`src/rtl/uart_pkg.sv`:
```
// uart_pkg: shared UART transmitter state encoding and line levels
package uart_pkg;
  typedef enum logic [1:0] {
    IDLE,
    START_BIT,
    DATA_BIT,
    STOP_BIT
  } uart_state_t;
  localparam logic UART_IDLE_LEVEL  = 1'b1;
  localparam logic UART_START_LEVEL = 1'b0;
endpackage

```
`src/rtl/uart_tx_block_if.sv`:
```
// uart_tx_block_if: frame request and serial line signals of the UART transmitter
interface uart_tx_block_if #(
  parameter int NUM_DATA_BITS = 8,
  parameter int NUM_CNT_BITS  = 14
);
  logic                     tx_start;
  logic [NUM_DATA_BITS-1:0] tx_data;
  logic [NUM_CNT_BITS-1:0]  bit_period;
  logic                     serial_out;
  logic                     tx_busy;
  logic                     tx_done;
  modport master (output tx_start, tx_data, bit_period, input serial_out, tx_busy, tx_done);
  modport slave  (input tx_start, tx_data, bit_period, output serial_out, tx_busy, tx_done);
endinterface

```
`src/rtl/flex_counter.sv`:
```
// flex_counter: up-counter wrapping to 1 after rollover_val, with sync clear and registered rollover flag
module flex_counter #(
  parameter int NUM_CNT_BITS = 4
) (
  input  logic                    clk,
  input  logic                    n_rst,
  input  logic                    clear,
  input  logic                    count_enable,
  input  logic [NUM_CNT_BITS-1:0] rollover_val,
  output logic                    rollover_flag
);
  logic [NUM_CNT_BITS-1:0] count, next_count;
  always_comb
    next_count = clear ? '0 :
                 !count_enable ? count :
                 (count == rollover_val) ? NUM_CNT_BITS'(1) : count + 1'b1;
  always_ff @(posedge clk or negedge n_rst) begin
    if (!n_rst) begin
      count         <= '0;
      rollover_flag <= 1'b0;
    end else begin
      count         <= next_count;
      rollover_flag <= !clear && (next_count == rollover_val);
    end
  end
endmodule

```
`src/rtl/uart_tx_block.sv`:
```
// uart_tx_block: UART frame transmitter (start bit, LSB-first payload, one stop bit)
// with a per-frame bit period captured when the request is accepted.
module uart_tx_block
  import uart_pkg::*;
#(
  parameter int NUM_DATA_BITS = 8,
  parameter int NUM_CNT_BITS  = 14
) (
  input  logic             clk,
  input  logic             n_rst,
  uart_tx_block_if.slave   bus
);
  localparam int IDX_W = (NUM_DATA_BITS > 2) ? $clog2(NUM_DATA_BITS) : 1;
  uart_state_t              state;
  logic [NUM_DATA_BITS-1:0] data_sr;
  logic [NUM_CNT_BITS-1:0]  period_reg;
  logic                     accept, bit_done, last_bit;
  assign accept = (state == IDLE) && bus.tx_start;
  // rollover at period-1 so the flag is visible in the final cycle of each bit
  flex_counter #(.NUM_CNT_BITS(NUM_CNT_BITS)) u_timer (
    .clk          (clk),
    .n_rst        (n_rst),
    .clear        (accept || bit_done),
    .count_enable (state != IDLE),
    .rollover_val (period_reg - 1'b1),
    .rollover_flag(bit_done)
  );
  flex_counter #(.NUM_CNT_BITS(IDX_W)) u_index (
    .clk          (clk),
    .n_rst        (n_rst),
    .clear        (accept),
    .count_enable (bit_done && (state == DATA_BIT)),
    .rollover_val (IDX_W'(NUM_DATA_BITS - 1)),
    .rollover_flag(last_bit)
  );
  always_ff @(posedge clk or negedge n_rst) begin
    if (!n_rst) begin
      state          <= IDLE;
      data_sr        <= '0;
      period_reg     <= '0;
      bus.serial_out <= UART_IDLE_LEVEL;
      bus.tx_busy    <= 1'b0;
      bus.tx_done    <= 1'b0;
    end else begin
      bus.tx_done <= 1'b0;
      case (state)
        IDLE: if (bus.tx_start) begin
          state          <= START_BIT;
          data_sr        <= bus.tx_data;
          period_reg     <= (bus.bit_period < NUM_CNT_BITS'(2)) ? NUM_CNT_BITS'(2) : bus.bit_period;
          bus.serial_out <= UART_START_LEVEL;
          bus.tx_busy    <= 1'b1;
        end
        START_BIT: if (bit_done) begin
          state          <= DATA_BIT;
          bus.serial_out <= data_sr[0];
        end
        DATA_BIT: if (bit_done) begin
          if (last_bit) begin
            state          <= STOP_BIT;
            bus.serial_out <= UART_IDLE_LEVEL;
          end else begin
            data_sr        <= data_sr >> 1;
            bus.serial_out <= data_sr[1];
          end
        end
        STOP_BIT: if (bit_done) begin
          state       <= IDLE;
          bus.tx_busy <= 1'b0;
          bus.tx_done <= 1'b1;
        end
        default: state <= IDLE;
      endcase
    end
  end
endmodule
```
`src/flat_wrapper.sv`:
```
// flat-port wrapper written by rule: the top's interface ports become plain ports
module uart_tx_block_flat import uart_pkg::*;
#(
  parameter int NUM_DATA_BITS = 8,
  parameter int NUM_CNT_BITS  = 14
)
  (clk, n_rst, bus_tx_start, bus_tx_data, bus_bit_period, bus_serial_out, bus_tx_busy, bus_tx_done);
  uart_tx_block_if #(.NUM_DATA_BITS(NUM_DATA_BITS), .NUM_CNT_BITS(NUM_CNT_BITS)) bus_i ();
  input  logic clk;
  input  logic n_rst;
  input wire logic [$bits(bus_i.tx_start)-1:0] bus_tx_start;
  input wire logic [$bits(bus_i.tx_data)-1:0] bus_tx_data;
  input wire logic [$bits(bus_i.bit_period)-1:0] bus_bit_period;
  output wire logic [$bits(bus_i.serial_out)-1:0] bus_serial_out;
  output wire logic [$bits(bus_i.tx_busy)-1:0] bus_tx_busy;
  output wire logic [$bits(bus_i.tx_done)-1:0] bus_tx_done;
  assign bus_i.tx_start = bus_tx_start;
  assign bus_i.tx_data = bus_tx_data;
  assign bus_i.bit_period = bus_bit_period;
  assign bus_serial_out = bus_i.serial_out;
  assign bus_tx_busy = bus_i.tx_busy;
  assign bus_tx_done = bus_i.tx_done;
  uart_tx_block #(.NUM_DATA_BITS(NUM_DATA_BITS), .NUM_CNT_BITS(NUM_CNT_BITS)) u_core (.clk(clk), .n_rst(n_rst), .bus(bus_i));
endmodule
```
`config.mk`:
```
export PLATFORM = sky130hd
export DESIGN_NAME = uart_tx_block_flat
export DESIGN_NICKNAME = d
export VERILOG_FILES = /design/src/rtl/uart_pkg.sv /design/src/rtl/uart_tx_block_if.sv /design/src/rtl/flex_counter.sv /design/src/rtl/uart_tx_block.sv /design/src/flat_wrapper.sv
export SDC_FILE = /design/constraint.sdc
export NUM_CORES = 1
export LEC_CHECK = 0
export CAP_MARGIN = 40
export CORE_ASPECT_RATIO = 0.8
export CORE_MARGIN = 8
export CORE_UTILIZATION = 60
export CTS_CLUSTER_DIAMETER = 40
export DETAILED_ROUTE_END_ITERATION = 16
export GPL_TIMING_DRIVEN = 0
export PLACE_DENSITY = 0.87
export SLEW_MARGIN = 15
export SYNTH_ARGS = -nofsm -noshare
export SYNTH_HDL_FRONTEND = slang
export SYNTH_SLANG_ARGS = --single-unit
export TNS_END_PERCENT = 30
```
`constraint.sdc`:
```
create_clock -name clk -period 6.07 [get_ports clk]
set_input_delay 1.214 -clock clk [delete_from_list [all_inputs] [get_ports clk]]
set_output_delay 1.214 -clock clk [all_outputs]
set_load 0.05 [all_outputs]
```
==> flow_metrics.py <==
metrics = {
    "floorplanning": {
        "io_pins": 28,
        "die_area_um2": 7680,
        "dieWidth_um": 96.0,
        "coreArea_um2": 4980,
        "die_y_um": 80.0,
        "std_cell_rows": 23,
        "initial_utilization_pct": 61.7,
    },
    "synthesis": {
        "syn-mean-instance-area_um2": 9.32,
        "yosysSeqAreaShare_pct": 37.5,
        "synth_flop_cell": "dfrtp_1",
        "synth.most_common_cell": "dfrtp_1",
        "syn_area_um2": 3070,
        "ys_top_cells_by_area": "dfrtp_1 (37%), xnor2_1 (7.1%), xor2_1 (5.1%)",
        "synth_commonest_cells": "dfrtp_1 (45), nor2_1 (36), xnor2_1 (25)",
        "ys_seq_elements": 46,
        "syn_nets": 364,
        "async_reset_ff_share_pct": 100,
        "yosys_warnings": 0,
        "synth.top_cell.area_share_pct": 36.6,
        "synth_cell_types": 63,
        "synth_cells": 330,
        "synth_area_leader_cell": "dfrtp_1",
        "synth-edff-count": 0,
    },
    "cts": {
        "post-cts-setup-buffer-count": 0,
        "clk_latency_ps": 300,
        "cts_tree": "built",
        "cts_resized": 0,
        "cts_root_buf": "clkbuf_8",
        "clk_pin_slew_ps": 90,
        "htree_num_levels": 2,
        "cts.path.max_buffers": 2,
        "cts_buffers": 5,
        "ctsHoldBuffers": 0,
        "cts_sinks": 46,
    },
    "worst_setup_path": {
        "worstPathRequired_ps": 6280,
        "cp-end-kind": "flip-flop",
        "path_cells": "clkbuf_1 > inv_1 > ha_1 > or3b_1 > or4_4 > a2111oi_2 > nand4_1 > or4_4 > o21ai_4 > mux2i_1 > nand4_1 > a211oi_2",
        "crit_type": "reg -> reg",
        "ff2ff_path_depth": 12,
        "startpoint_type": "flip-flop",
        "crit_slowest_cell": "or4_4",
        "slowest_delay_ps": 600,
        "startpoint": "u_core.period_reg[0]",
        "reg2reg_slack_ps": 2170,
        "arrival_ps": 4110,
        "r2r_end": "u_core.u_timer.rollover_flag",
        "cp_max_fo": 9,
        "timing.rr.start": "u_core.period_reg[0]",
    },
    "timing": {
        "skew_ps": 8.87,
        "fmax_ghz": 0.256,
        "period_needed_ps": 3900,
        "hold_ws_ps": 509,
        "post-route-period-util_pct": 64.3,
        "tns_ps": 0,
        "max_slew_margin_pct": 55.8,
        "rsz0062_at_grt": "no",
        "hold_viol_final": 0,
        "worst_pin_slew_ps": 662,
        "drv_slew": 0,
        "fin_ws_ps": 2170,
        "finalSetupViolations": 0,
    },
    "routing": {
        "drtIter0Drc": 239,
        "drc": 0,
        "wire_per_inst_um": 17.1,
        "vias": 2644,
        "drt_pass1_iterations": 4,
        "avgViaCountPerCell": 6.18,
        "wl_mm": 7.32,
        "antenna_left": 0,
    },
    "min_path": {
        "holdPathStages": 2,
        "hp-class": "reg -> reg",
        "holdPathEnd": "u_core.bus.serial_out",
        "holdCritStartpoint": "u_core.bus.serial_out",
    },
    "power": {
        "ir_worst_vdd_mv": 0.330,
        "power_per_cell_area_nw_per_um2": 447,
        "leakagePower_nw": 1.44,
        "p_total_mw": 1.58,
    },
    "job": {
        "drv_cap": 0,
    },
    "place": {
        "hpwl_mm": 5.64,
        "pre_cts_ws_ps": 2220,
        "port_buffers": 27,
        "place_congestion": 0.943,
    },
    "finish": {
        "drive_above_1_share_pct": 8.74,
        "fin_util_pct": 71.2,
        "final.fill_count": 367,
        "nNetsFinal": 399,
        "regArea_um2": 1150,
        "areaGrowthSynthToFinish_pct": 15.3,
        "antennaDiodeCount": 0,
        "multi_input_area_um2": 1820,
    },
    "global_route": {
        "first_global_vias": 2490,
        "antenna_found_initial": 0,
        "grt_pass1_wl_mm": 11.9,
        "grt_max_degree": 26,
        "grt_overflow_total": 0,
        "grt_usage_pct": 19.7,
    },
    "run_status": {
        "status": "finished, final reports clean",
    },
}
==> metal layers <==
metal | vias up | wire length [µm] | GRT usage [%] | share of wire [%]
met5 | - | 0 | 0 | 0
met4 | 0 | 140 | 7.66 | 1.9
li1 | 1253 | - | - | -
met2 | 102 | 3510 | 31.6 | 48
met1 | 1271 | 3190 | 24.6 | 44
met3 | 18 | 484 | 5.26 | 6.6
==> through the flow <==
stage,instances,area [µm²]
after detailed placement,420,3440
after CTS,428,3540
after floorplan,330,3070
final,428,3540
after global routing,428,3540
after global placement,419,3420
==> worst max-delay path: cells and delay by family, from the launching register on <==
kind | cells | cell delay [ps]
muxes | 1 | 260
and+or+nand+nor | 5 | 1740
buffers and inverters | 2 | 340
adders and majority gates | 1 | 250
AOI/OAI and AO/OA | 3 | 850
DFF | 1 | 370
==> logic make-up (layout without fill, tap and decap cells) <==
group                      after synthesis  in the layout  synth area share [%]
AOI/OAI and AO/OA                       60             60                  13.8
xor gates and xnor gates                43             43                  12.3
adders and majority gates                9              9                  3.66
buffers and inverters                   26             62                  3.46
DFF                                     46             46                  37.5
muxes                                   24             24                  8.34
and+or+nand+nor                        122            122                  21.0
==> where the power goes <==
group          switching [mW]  leakage (nW)  internal (mW)
clock network           0.102        0.0524          0.123
registers              0.0934         0.571          0.405
logic                   0.494         0.818          0.366
total                   0.689          1.44          0.894
==> cell usage in the layout (no fill, tap or decap), types with 5 or more instances in the layout <==
cell type and instances:
dfrtp_1 45, nor2_1 36, clkdlybuf4s50_1 26, xnor2_1 25, nand2_1 20, xor2_1 18
a21oi_1 15, clkbuf_1 14, mux2_2 13, o21ai_0 12, inv_1 11, mux2i_1 11
nand3_1 9, ha_1 9, nor4_1 7, nor2b_1 7, nor3_1 6, nand4_1 5
and3_1 5, clkbuf_8 5
==> area by class of cell <==
class	count	area share [%]
Timing Repair Buffer	28	8.05
Buffer	15	1.84
Tap cell	62	2.19
Clock inverter	1	0.847
Inverter	11	1.17
Multi-Input combinational cell	258	51.2
Sequential cell	46	32.5
Clock buffer	7	2.15
==> how the worst max path moves through the flow <==
stage	end	slack (ps)	cells past startpoint
2_1_floorplan	u_core.u_timer.rollover_flag	2700	12
3_3_place_gp	u_core.u_timer.rollover_flag	2270	12
3_5_place_dp	u_core.u_timer.rollover_flag	2220	12
4_1_cts	u_core.u_timer.rollover_flag	2180	12
5_1_grt	u_core.u_timer.rollover_flag	1950	12
6_report	u_core.u_timer.rollover_flag	2170	12
Note: power is estimated with default switching activity, not from simulation.
